File: config.mk
export PLATFORM = sky130hd
export DESIGN_NAME = lcd_refresh_controller
export DESIGN_NICKNAME = d
export VERILOG_FILES = /design/src/rtl/lcd_refresh_controller.sv
export SDC_FILE = /design/constraint.sdc
export NUM_CORES = 1
export LEC_CHECK = 0
export BUFFER_PORTS_ARGS = -buffer_cell sky130_fd_sc_hd__clkbuf_2
export CAP_MARGIN = 25
export CORE_UTILIZATION = 35
export DETAILED_ROUTE_END_ITERATION = 7
export GPL_TIMING_DRIVEN = 0
export PLACE_DENSITY = 0.64
export SLEW_MARGIN = 10
export SYNTH_ARGS = -nofsm -noshare
export SYNTH_HDL_FRONTEND = slang
export SYNTH_SLANG_ARGS = --single-unit
File: constraint.sdc
create_clock -name clk -period 2.08 [get_ports clk]
set_input_delay 0.104 -clock clk [delete_from_list [all_inputs] [get_ports clk]]
set_output_delay 0.104 -clock clk [all_outputs]
set_load 0.005 [all_outputs]
File: src/rtl/lcd_refresh_controller.sv
// rtl/lcd_refresh_controller.sv - HD44780 16x2 init sequence plus continuous two-line refresh
// Optional macro HEX_TO_ASCII_EN: converts character nibbles 0x00-0x0F to ASCII '0'-'9','A'-'F'.
module lcd_refresh_controller #(
    parameter int POWER_WAIT = 200000,
    parameter int EN_PULSE   = 25,
    parameter int CMD_WAIT   = 2500,
    parameter int CLEAR_WAIT = 100000
) (
    input  logic       clk,
    input  logic       rst_n,
    input  logic [7:0] char_in,
    output logic [4:0] index,
    output logic [7:0] lcd_data,
    output logic       lcd_rs,
    output logic       lcd_rw,
    output logic       lcd_en,
    output logic       lcd_on,
    output logic       lcd_blon,
    output logic       init_done
);

    localparam int MAX_A = (POWER_WAIT > EN_PULSE) ? POWER_WAIT : EN_PULSE;
    localparam int MAX_B = (CMD_WAIT > CLEAR_WAIT) ? CMD_WAIT : CLEAR_WAIT;
    localparam int MAXP  = (MAX_A > MAX_B) ? MAX_A : MAX_B;
    localparam int CW    = (MAXP < 2) ? 1 : $clog2(MAXP);

    typedef enum logic [2:0] {S_PWR, S_INIT, S_ADDR1, S_LINE1, S_ADDR2, S_LINE2} top_e;
    typedef enum logic [1:0] {P_SETUP, P_PULSE, P_WAIT} phase_e;

    top_e          state_q, state_d;
    phase_e        phase_q, phase_d;
    logic [CW-1:0] cnt_q, cnt_d;
    logic [1:0]    init_idx_q, init_idx_d;
    logic [4:0]    index_q, index_d;
    logic [7:0]    data_q, data_d;
    logic          rs_q, rs_d;
    logic          done_q, done_d;
    logic [7:0]    setup_byte;
    logic [7:0]    char_byte;
    logic          is_char;

    always_ff @(posedge clk or negedge rst_n) begin
        if (!rst_n) begin
            state_q    <= S_PWR;
            phase_q    <= P_WAIT;
            cnt_q      <= CW'(POWER_WAIT - 1);
            init_idx_q <= 2'd0;
            index_q    <= 5'd0;
            data_q     <= 8'd0;
            rs_q       <= 1'b0;
            done_q     <= 1'b0;
        end else begin
            state_q    <= state_d;
            phase_q    <= phase_d;
            cnt_q      <= cnt_d;
            init_idx_q <= init_idx_d;
            index_q    <= index_d;
            data_q     <= data_d;
            rs_q       <= rs_d;
            done_q     <= done_d;
        end
    end

    assign is_char = (state_q == S_LINE1) || (state_q == S_LINE2);

`ifdef HEX_TO_ASCII_EN
    always_comb begin
        char_byte = char_in;
        if (char_in < 8'h0A) begin
            char_byte = char_in + 8'h30;
        end else if (char_in < 8'h10) begin
            char_byte = char_in + 8'h37;
        end
    end
`else
    assign char_byte = char_in;
`endif

    always_comb begin
        setup_byte = 8'h00;
        case (state_q)
            S_INIT: begin
                case (init_idx_q)
                    2'd0:    setup_byte = 8'h38;
                    2'd1:    setup_byte = 8'h0C;
                    2'd2:    setup_byte = 8'h01;
                    default: setup_byte = 8'h06;
                endcase
            end
            S_ADDR1: setup_byte = 8'h80;
            S_ADDR2: setup_byte = 8'hC0;
            S_LINE1, S_LINE2: setup_byte = char_byte;
            default: setup_byte = 8'h00;
        endcase
    end

    always_comb begin
        state_d    = state_q;
        phase_d    = phase_q;
        cnt_d      = cnt_q;
        init_idx_d = init_idx_q;
        index_d    = index_q;
        data_d     = data_q;
        rs_d       = rs_q;
        done_d     = done_q;
        case (phase_q)
            P_SETUP: begin
                data_d  = setup_byte;
                rs_d    = is_char;
                phase_d = P_PULSE;
                cnt_d   = CW'(EN_PULSE - 1);
            end
            P_PULSE: begin
                if (cnt_q == '0) begin
                    phase_d = P_WAIT;
                    // Only the clear command needs the long settle time
                    cnt_d = (!rs_q && data_q == 8'h01) ? CW'(CLEAR_WAIT - 1) : CW'(CMD_WAIT - 1);
                end else begin
                    cnt_d = cnt_q - 1'b1;
                end
            end
            default: begin
                if (cnt_q != '0) begin
                    cnt_d = cnt_q - 1'b1;
                end else begin
                    phase_d = P_SETUP;
                    case (state_q)
                        S_PWR: state_d = S_INIT;
                        S_INIT: begin
                            if (init_idx_q == 2'd3) begin
                                state_d = S_ADDR1;
                                done_d  = 1'b1;
                            end else begin
                                init_idx_d = init_idx_q + 2'd1;
                            end
                        end
                        S_ADDR1: state_d = S_LINE1;
                        S_ADDR2: state_d = S_LINE2;
                        S_LINE1, S_LINE2: begin
                            // 0x0F rolls to 0x10 and 0x1F wraps to 0x00 in five bits
                            index_d = index_q + 5'd1;
                            if (index_q[3:0] == 4'hF) begin
                                state_d = (state_q == S_LINE1) ? S_ADDR2 : S_ADDR1;
                            end
                        end
                        default: state_d = S_PWR;
                    endcase
                end
            end
        endcase
    end

    assign index     = index_q;
    assign lcd_data  = data_q;
    assign lcd_rs    = rs_q;
    assign lcd_rw    = 1'b0;
    assign lcd_en    = (phase_q == P_PULSE);
    assign lcd_on    = rst_n;
    assign lcd_blon  = 1'b0;
    assign init_done = done_q;

endmodule

---- Word level (Yosys, flattened, before mapping) ----
Cells that the tools add are included.
operators by class
  add/subtract/negate cells ............... 3
  $mul .................................... 0
  div/mod/pow operators ................... 0
  order comparisons ....................... 0
  equality and inequality tests ........... 15
  shift operators ......................... 0
  muxes and demuxes ....................... 13
  bitwise operators ....................... 3
  reductions and logical operators ........ 16
operators with widths
  kind                                                                   count
  18-bit two-way mux                                                     2
  18-bit case mux with 2 select lines                                    1
  8-bit case mux with 4 select lines                                     1
  18-bit zero test                                                       1
  6-bit case mux with 3 select lines                                     1
  18-bit nonzero test                                                    1
  18-bit by 1-bit subtractor with 18-bit output, second input constant   1
  17-bit two-way mux                                                     1
  3-bit case mux with 5 select lines                                     1
  4-bit AND reduction                                                    3
  3-bit two-way mux                                                      3
  8-bit by 1-bit equality test with 1-bit output, second input constant  1
  3-bit by 2-bit equality test with 1-bit output, second input constant  2
  3-bit equality test, second input constant                             2
  5-bit by 1-bit adder with 5-bit output, second input constant          1
  2-bit by 1-bit equality test with 1-bit output, second input constant  2
  2-bit equality test, second input constant                             2
  4-bit equality test, second input constant                             1
  2-bit zero test                                                        2
  2-bit two-way mux                                                      2
  2-bit != test, second input constant                                   2
  2-bit case mux with 2 select lines                                     1
  2-bit OR reduction                                                     2
  3-bit by 1-bit equality test with 1-bit output, second input constant  1
  11 further kinds                                                       13
storage, ports and cells
  register bits after elaboration ......... 40
  latch bits .............................. 0
  RAM bits ................................ 0
  bits in read-only memories .............. 0
  input port bits ......................... 10
  output and inout port bits .............. 19
  logic and storage cells ................. 58
  memories ................................ 0

---- Longest topological paths before layout ----
Gate-level depths: netlist of the first run.
  word-level depth ........................ 5
  mapped depth ............................ 8
  mapped depth without buffers ............ 7

---- Worst setup path before layout of the first run ----
OpenSTA, ideal clock, no wires.
  path type ............................... register to register
  from .................................... reg cnt_q[9]
  to ...................................... reg init_idx_q[1]
  library setup time ...................... 0.128 ns
  arrival ................................. 2.087 ns
  required time ........................... 1.952 ns
  slack ................................... -0.135 ns
  stages on the path, launching flop included .. 6
  path buffers ............................ 0
  clock period less this slack ............ 2.215 ns
  path through ............................ dfrtp_1 > or4_4 > nor4_4 > nand3_1 > nor3b_2 > mux2_1
on the way
  cells in the longest elaborated chain, start to end .. 3
RTL lines
  element                               line  text
  start: declaration                    32    logic [CW-1:0] cnt_q, cnt_d;
  start signal: assignment              46    cnt_q <= CW'(POWER_WAIT - 1);
  start signal: assignment              55    cnt_q <= cnt_d;
  18-bit nonzero test                   123   if (cnt_q != '0) begin
  1-bit NOT (no source line)            --
  4-bit AND reduction (no source line)  --
  end signal: assignment                56    init_idx_q <= init_idx_d;
  end: declaration                      33    logic [1:0] init_idx_q, init_idx_d;
No other way between the ends.
A chain may end at the register's enable or synchronous reset.

---- Final worst setup path of the first run ----
  from .................................... reg cnt_q[8]
  to ...................................... reg init_idx_q[1]
Same word-level chain as after synthesis.

==> impl_metrics.ini, run 1 <==
[logic_synthesis]
yosys_warnings = 0
avgSynthCellArea_um2 = 9.34
ys_types = 47
synthArstFlopShare_pct = 100
synth_area_um2 = 2240
dominantRegCellSynth = dfrtp_1
yosysTopAreaCell = dfrtp_1
synth_enable_flop_cells = 0
yosysSeqAreaShare_pct = 45.3
synth_seq_cells = 40
synth_area_leaders = dfrtp_1, dfstp_2, nand2_1
yosysTopAreaCellShare_pct = 31.3
synthCells = 240

[cells_and_area]
final_cell_mix = dfrtp_1, clkbuf_2, nand2_1
final_nets = 312
fin_util_pct = 47.4
final_area_um2 = 2870
area_growth_syn_to_layout_pct = 28.2
antennaDiodeCount = 0
final_common_cell = dfrtp_1
drive_gt1_share_pct = 32.2

[placement]
gp_congestion = 0.827
place_area_um2 = 2490
portBuffers = 26
dp_hpwl_um = 3480

[die]
start_util_pct = 37.0
die-area_um2 = 6730
ios = 29
die_x_um = 82.0
rows = 28
core-area_um2 = 6060
dieHeight_um = 82.0

[detailed_routing]
drt_wl_total_um = 5110
wire_per_inst_um = 13.8
postRouteAntennaNets = 0
drt-initial-drc-count = 156
drc = 0
dr.pass1.iters = 4
vias_per_cell = 5.07
num_vias = 1876

[min_path]
hp-class = input pin to flip-flop

[power]
pwr-share-clk_pct = 39.1
sw_frac_of_total_pct = 20.4
power.leakage_nw = 1.31
p_per_area_nw_per_um2 = 465
power_frac_seq_pct = 58.2
switching_power_mw = 0.273
combPwrFrac_pct = 2.7
peakVddDrop_mv = 0.452
p_int_mw = 1.06

[critical_path]
critPathArrivalTime_ps = 2380
path_class = flip-flop to flip-flop
crit_slowest_cell = or4_4
cp_cell_sequence = or4_4 -> nor4_4 -> nand3_2 -> nor3b_4 -> mux2_4
cp_max_fo = 5
slowest_delay_ps = 590
critPathRequiredTime_ps = 2250
end_kind = flip-flop
startpoint_type = flip-flop

[global_route]
grt_pass1_wl_um = 8450
grt_max_degree = 27
antenna_found_initial = 0
grt_overflow = 0
grt_pass1_vias = 1819
track_usage_pct = 16.7

[timing]
fin_skew_ps = 8.13
period_minus_slack_ps = 2210
rsz0062_at_grt = yes
max_freq_mhz = 453
finalWorstSetupSlack_ps = -127
setup_viol = 23
tns_ps = -1170
hold_violations = 0
tightest_slew_ps = 723
slew_headroom_pct = 51.6
slew_violations = 0
finalCritPeriodShare_pct = 106

[cts]
clk_latency_ps = 290
cts_tree = built
cts_buffer_depth = 2
htree_levels = 2
tritoncts.num_buffers = 5
clkSinkCount = 40
clkSlewWorstSetupHoldPaths_ps = 80
clockRootBuffer = clkbuf_8

[flow_run]
cap_viol_max_count = 0

[status]
outcome = finished with violations
violations = setup timing
final timing paths:
path | depth (start not counted) | endpoint | start | slack, ps
hold / removal | 3 | lcd_data[2] | char_in[2] | 60
setup / recovery | 5 | init_idx_q[1] | cnt_q[8] | -130
max in group asynchronous | 3 | cnt_q[0] | rst_n | 1230
setup reg to reg | 5 | init_idx_q[1] | cnt_q[8] | -130
hold reg to reg | 1 | index[4] | index[4] | 470
min in group asynchronous | 2 | cnt_q[13] | rst_n | 290
through the flow:
step | hold WS (ps) | setup slack, ps | total power, mW | std cells
2_1_floorplan | -192 | -49.7 | 0.798 | 241
3_3_place_gp | 335 | -508 | 0.825 | 342
3_5_place_dp | 69.8 | -495 | 0.829 | 343
4_1_cts | 63.1 | -233 | 1.36 | 362
5_1_grt | 59.3 | -196 | 1.40 | 370
6_report | 60.2 | -127 | 1.34 | 370
per-layer routing:
layer  global-route usage [%]  routed length [µm]  share of wire [%]  vias up
met3                     3.78                 171                3.3        2
met1                     21.8                2470                 48      898
li1                         -                   -                  -      940
met2                     27.8                2450                 48       36
met4                     3.86                  25               0.49        0
met5                        0                   0                  0        -
timing repair:
action,4_1_cts,5_1_grt
hold buffers,1,0
setup endpoints to repair,30,31
pin swaps,14,10
gates cloned,1,0
setup buffers,9,9
hold endpoints to repair,12,0
resized for setup,23,20
critical path, delay by kind of cell (launching register included):
| family | cells | cell delay (ps) |
|---|---|---|
| muxes | 1 | 320 |
| and+or+nand+nor | 4 | 1380 |
| DFF | 1 | 390 |
sequential cells by signal (all words and copies together), names as in the netlist:
| name | flops |
|---|---|
| lcd_data | 8 |
| lcd_rs | 1 |
| init_idx_q | 2 |
| index | 5 |
| cnt_q | 18 |
| phase_q | 2 |
| state_q | 3 |
| init_done | 1 |
logic make-up (layout without fill, tap and decap cells):
logic type / Yosys count / in the layout / share of synthesized area [%]
AND/OR/NAND/NOR: 95 / 95 / 22.7
other: 1 / 2 / 0.167
buffers and inverters: 23 / 77 / 4.52
flip-flops: 40 / 40 / 45.3
multiplexers: 6 / 6 / 2.79
AO/OA/AOI/OAI: 49 / 49 / 13.1
XOR/XNOR: 18 / 18 / 7.03
adder cells (fa/ha/maj): 8 / 8 / 4.46
power groups by stage:
stage / clock network, mW / logic [mW] / registers [mW]
after floorplan: 0 / 0.00527 / 0.793
after global placement: 0 / 0.0320 / 0.793
after detailed placement: 0 / 0.0364 / 0.793
after CTS: 0.540 / 0.0378 / 0.778
after global routing: 0.580 / 0.0425 / 0.778
final: 0.522 / 0.0363 / 0.779
layout make-up:
class                      count  area [µm²]
fill                         581        3190
multi-input combinational    178        1230
sequential                    40        1020
timing repair buffer          47         323
tap                           75        93.8
buffer                        15        92.6
clock buffer                   8        90.1
inverter                       7        26.3
cells in the mapped netlist, types with 2 or more instances:
library cell and count:
ha_1 8, nor3b_1 4, o21ai_0 17, o31ai_1 3, dfstp_2 12, nand4b_1 2
nand2_1 30, buf_4 3, o211ai_1 6, nor2b_1 2, nand3_1 4, nor2_1 19
nor4_1 6, a211oi_1 3, nor3_1 4, buf_2 2, or4_1 3, dfrtp_1 28
a21oi_1 14, o21a_1 2, xnor2_1 9, xor2_1 9, inv_1 7, and3_1 3
or3_1 4, mux2i_1 4, nand4_1 3, clkbuf_1 10
Note: power is estimated with default switching activity, not from simulation.
==> inputs of run 2 (changes only) <==
--- a/config.mk
+++ b/config.mk
@@ -11,6 +11,7 @@
 export DETAILED_ROUTE_END_ITERATION = 7
 export GPL_TIMING_DRIVEN = 0
 export PLACE_DENSITY = 0.64
+export REMOVE_ABC_BUFFERS = 1
 export SLEW_MARGIN = 10
 export SYNTH_ARGS = -nofsm -noshare
 export SYNTH_HDL_FRONTEND = slang
==> impl_metrics.ini, run 2 (synthesis gave the netlist of run 1 again) <==
[die]
ios = 29
die_x_um = 82.0
rows = 28
start_util_pct = 37.0
dieHeight_um = 82.0
core-area_um2 = 6060
die-area_um2 = 6730

[cells_and_area]
drive_gt1_share_pct = 27.8
final_common_cell = nand2_1
fillers = 591
final_area_um2 = 2720
antennaDiodeCount = 0
final_nets = 290
top_register = cnt_q
multi_input_area_um2 = 1200
final_cell_mix = nand2_1, dfrtp_1, clkbuf_2
regArea_um2 = 1020
largest_reg_flops = 18
area_growth_syn_to_layout_pct = 21.4

[power]
peakVddDrop_mv = 0.271
p_per_area_nw_per_um2 = 552
power.leakage_nw = 1.25

[detailed_routing]
dr.pass1.iters = 4
highest_layer = met4
met1_length_um = 2390
drt_wl_total_um = 4890
vias_per_cell = 5.19
wl_met3_um = 134
postRouteAntennaNets = 0
drc = 0
num_vias = 1805
wire_per_inst_um = 14.0
drt-initial-drc-count = 53
wl_met2_um = 2290

[timing]
rsz0062_at_grt = yes
max_freq_mhz = 478
period_minus_slack_ps = 2090
finalCritPeriodShare_pct = 101
fin_skew_ps = 6.65
tightest_slew_ps = 533
tns_ps = -12.0
slew_violations = 0
slew_headroom_pct = 64.3
finalWorstSetupSlack_ps = -12.0
hold_violations = 0
setup_viol = 1

[cts]
clockRootBuffer = clkbuf_8
htree_levels = 2
cts_buffer_depth = 2
cts_tree = built
clkSinkCount = 40
tritoncts.num_buffers = 5
clk_latency_ps = 290
clkSlewWorstSetupHoldPaths_ps = 80

[global_route]
track_usage_pct = 16.8
grt_pass1_vias = 1767
grt_pass1_wl_um = 8400
grt_max_degree = 29
antenna_found_initial = 0
grt_overflow = 0

[critical_path]
crit_slowest_cell = or4_4
critPathTopFamily = simple AND/OR/NAND/NOR gates
r2r.worst_path.cells = 6
critPathRequiredTime_ps = 2260
startpoint_type = flip-flop
critPathLaunch = cnt_q[10]
slowest_delay_ps = 540
r2r-start = cnt_q[10]
path_class = flip-flop to flip-flop
critPathArrivalTime_ps = 2270
cp_cell_sequence = or4_4 -> nor4_4 -> buf_6 -> nand3_4 -> nor3b_4 -> mux2_4
cp_num_cells = 6
path_buf_inv = 1
end_kind = flip-flop
cp_max_fo = 6

[placement]
place_area_um2 = 2410
pre_cts_ws_ps = -717
gp_congestion = 0.773
dp_hpwl_um = 3410
portBuffers = 26

[min_path]
hp-class = input pin to flip-flop
hold_path_startpoint = char_in[2]
hold_depth = 3

[status]
outcome = finished with violations
violations = setup timing

[flow_run]
cap_viol_max_count = 0
[run 2: cell count changes in the layout (fill, tap and decap cells not counted), moves of 2 or more]
cell      previous run  this run
clkbuf_1            11         0
buf_4               15        11
nand2_2              4         0
nand2_1             24        29
a211oi_1             0         2
a211oi_2             3         1
o21ai_0             14        16
buf_6                8         1
o21ai_1              3         1
nand3_2              3         1
[run 2: cell type report]
type	count	share of cell area [%]
clock buffer	7	3.54
clock inverter	1	1.10
inverter	7	0.966
multi-input combinational	178	44.3
sequential	40	37.3
tap	75	3.45
timing repair buffer	40	9.33
[run 2: through the flow]
stage	power [mW]	hold slack [ps]	instances	util, %
6_report	1.50	54.8	348	44.9
5_1_grt	1.56	49.6	348	44.9
4_1_cts	1.52	43.3	344	44.0
3_5_place_dp	0.825	49.8	327	39.8
3_3_place_gp	0.821	335	326	39.5
2_1_floorplan	0.794	-192	225	-
[run 2: final timing paths]
path                                 endpoint  slack, ps
worst max-delay path            init_idx_q[1]        -10
worst min-delay path              lcd_data[2]         50
worst max register to register  init_idx_q[1]        -10
worst min register to register       index[4]        480
max in group asynchronous            cnt_q[4]       1260
min in group asynchronous         lcd_data[6]        260
[run 2: where the power goes]
part | internal (mW) | total, mW | switching, mW
Sequential | 0.778 | 0.778 | 0
Clock | 0.423 | 0.692 | 0.269
Combinational | 0.0117 | 0.0326 | 0.0208
[run 2: metal layers]
| metal | vias up | track usage [%] |
|---|---|---|
| li1 | 902 | - |
| met1 | 866 | 22.7 |
| met2 | 30 | 26.4 |
| met3 | 7 | 3.56 |
| met4 | 0 | 5.96 |
| met5 | - | 0 |
[run 2: repair_timing]
action                     CTS  global route
gates resized for setup     14             8
hold endpoints to repair    12             0
pin swaps                    4             1
hold buffers                 1             0
setup endpoints to repair   31            23
setup buffers                8             4
[run 2: tightest hold or removal path, delay by kind of cell]
| family | cells | cell delay (ps) |
|---|---|---|
| simple gates | 1 | 60 |
| compound gates | 1 | 70 |
| buf+inv | 1 | 80 |
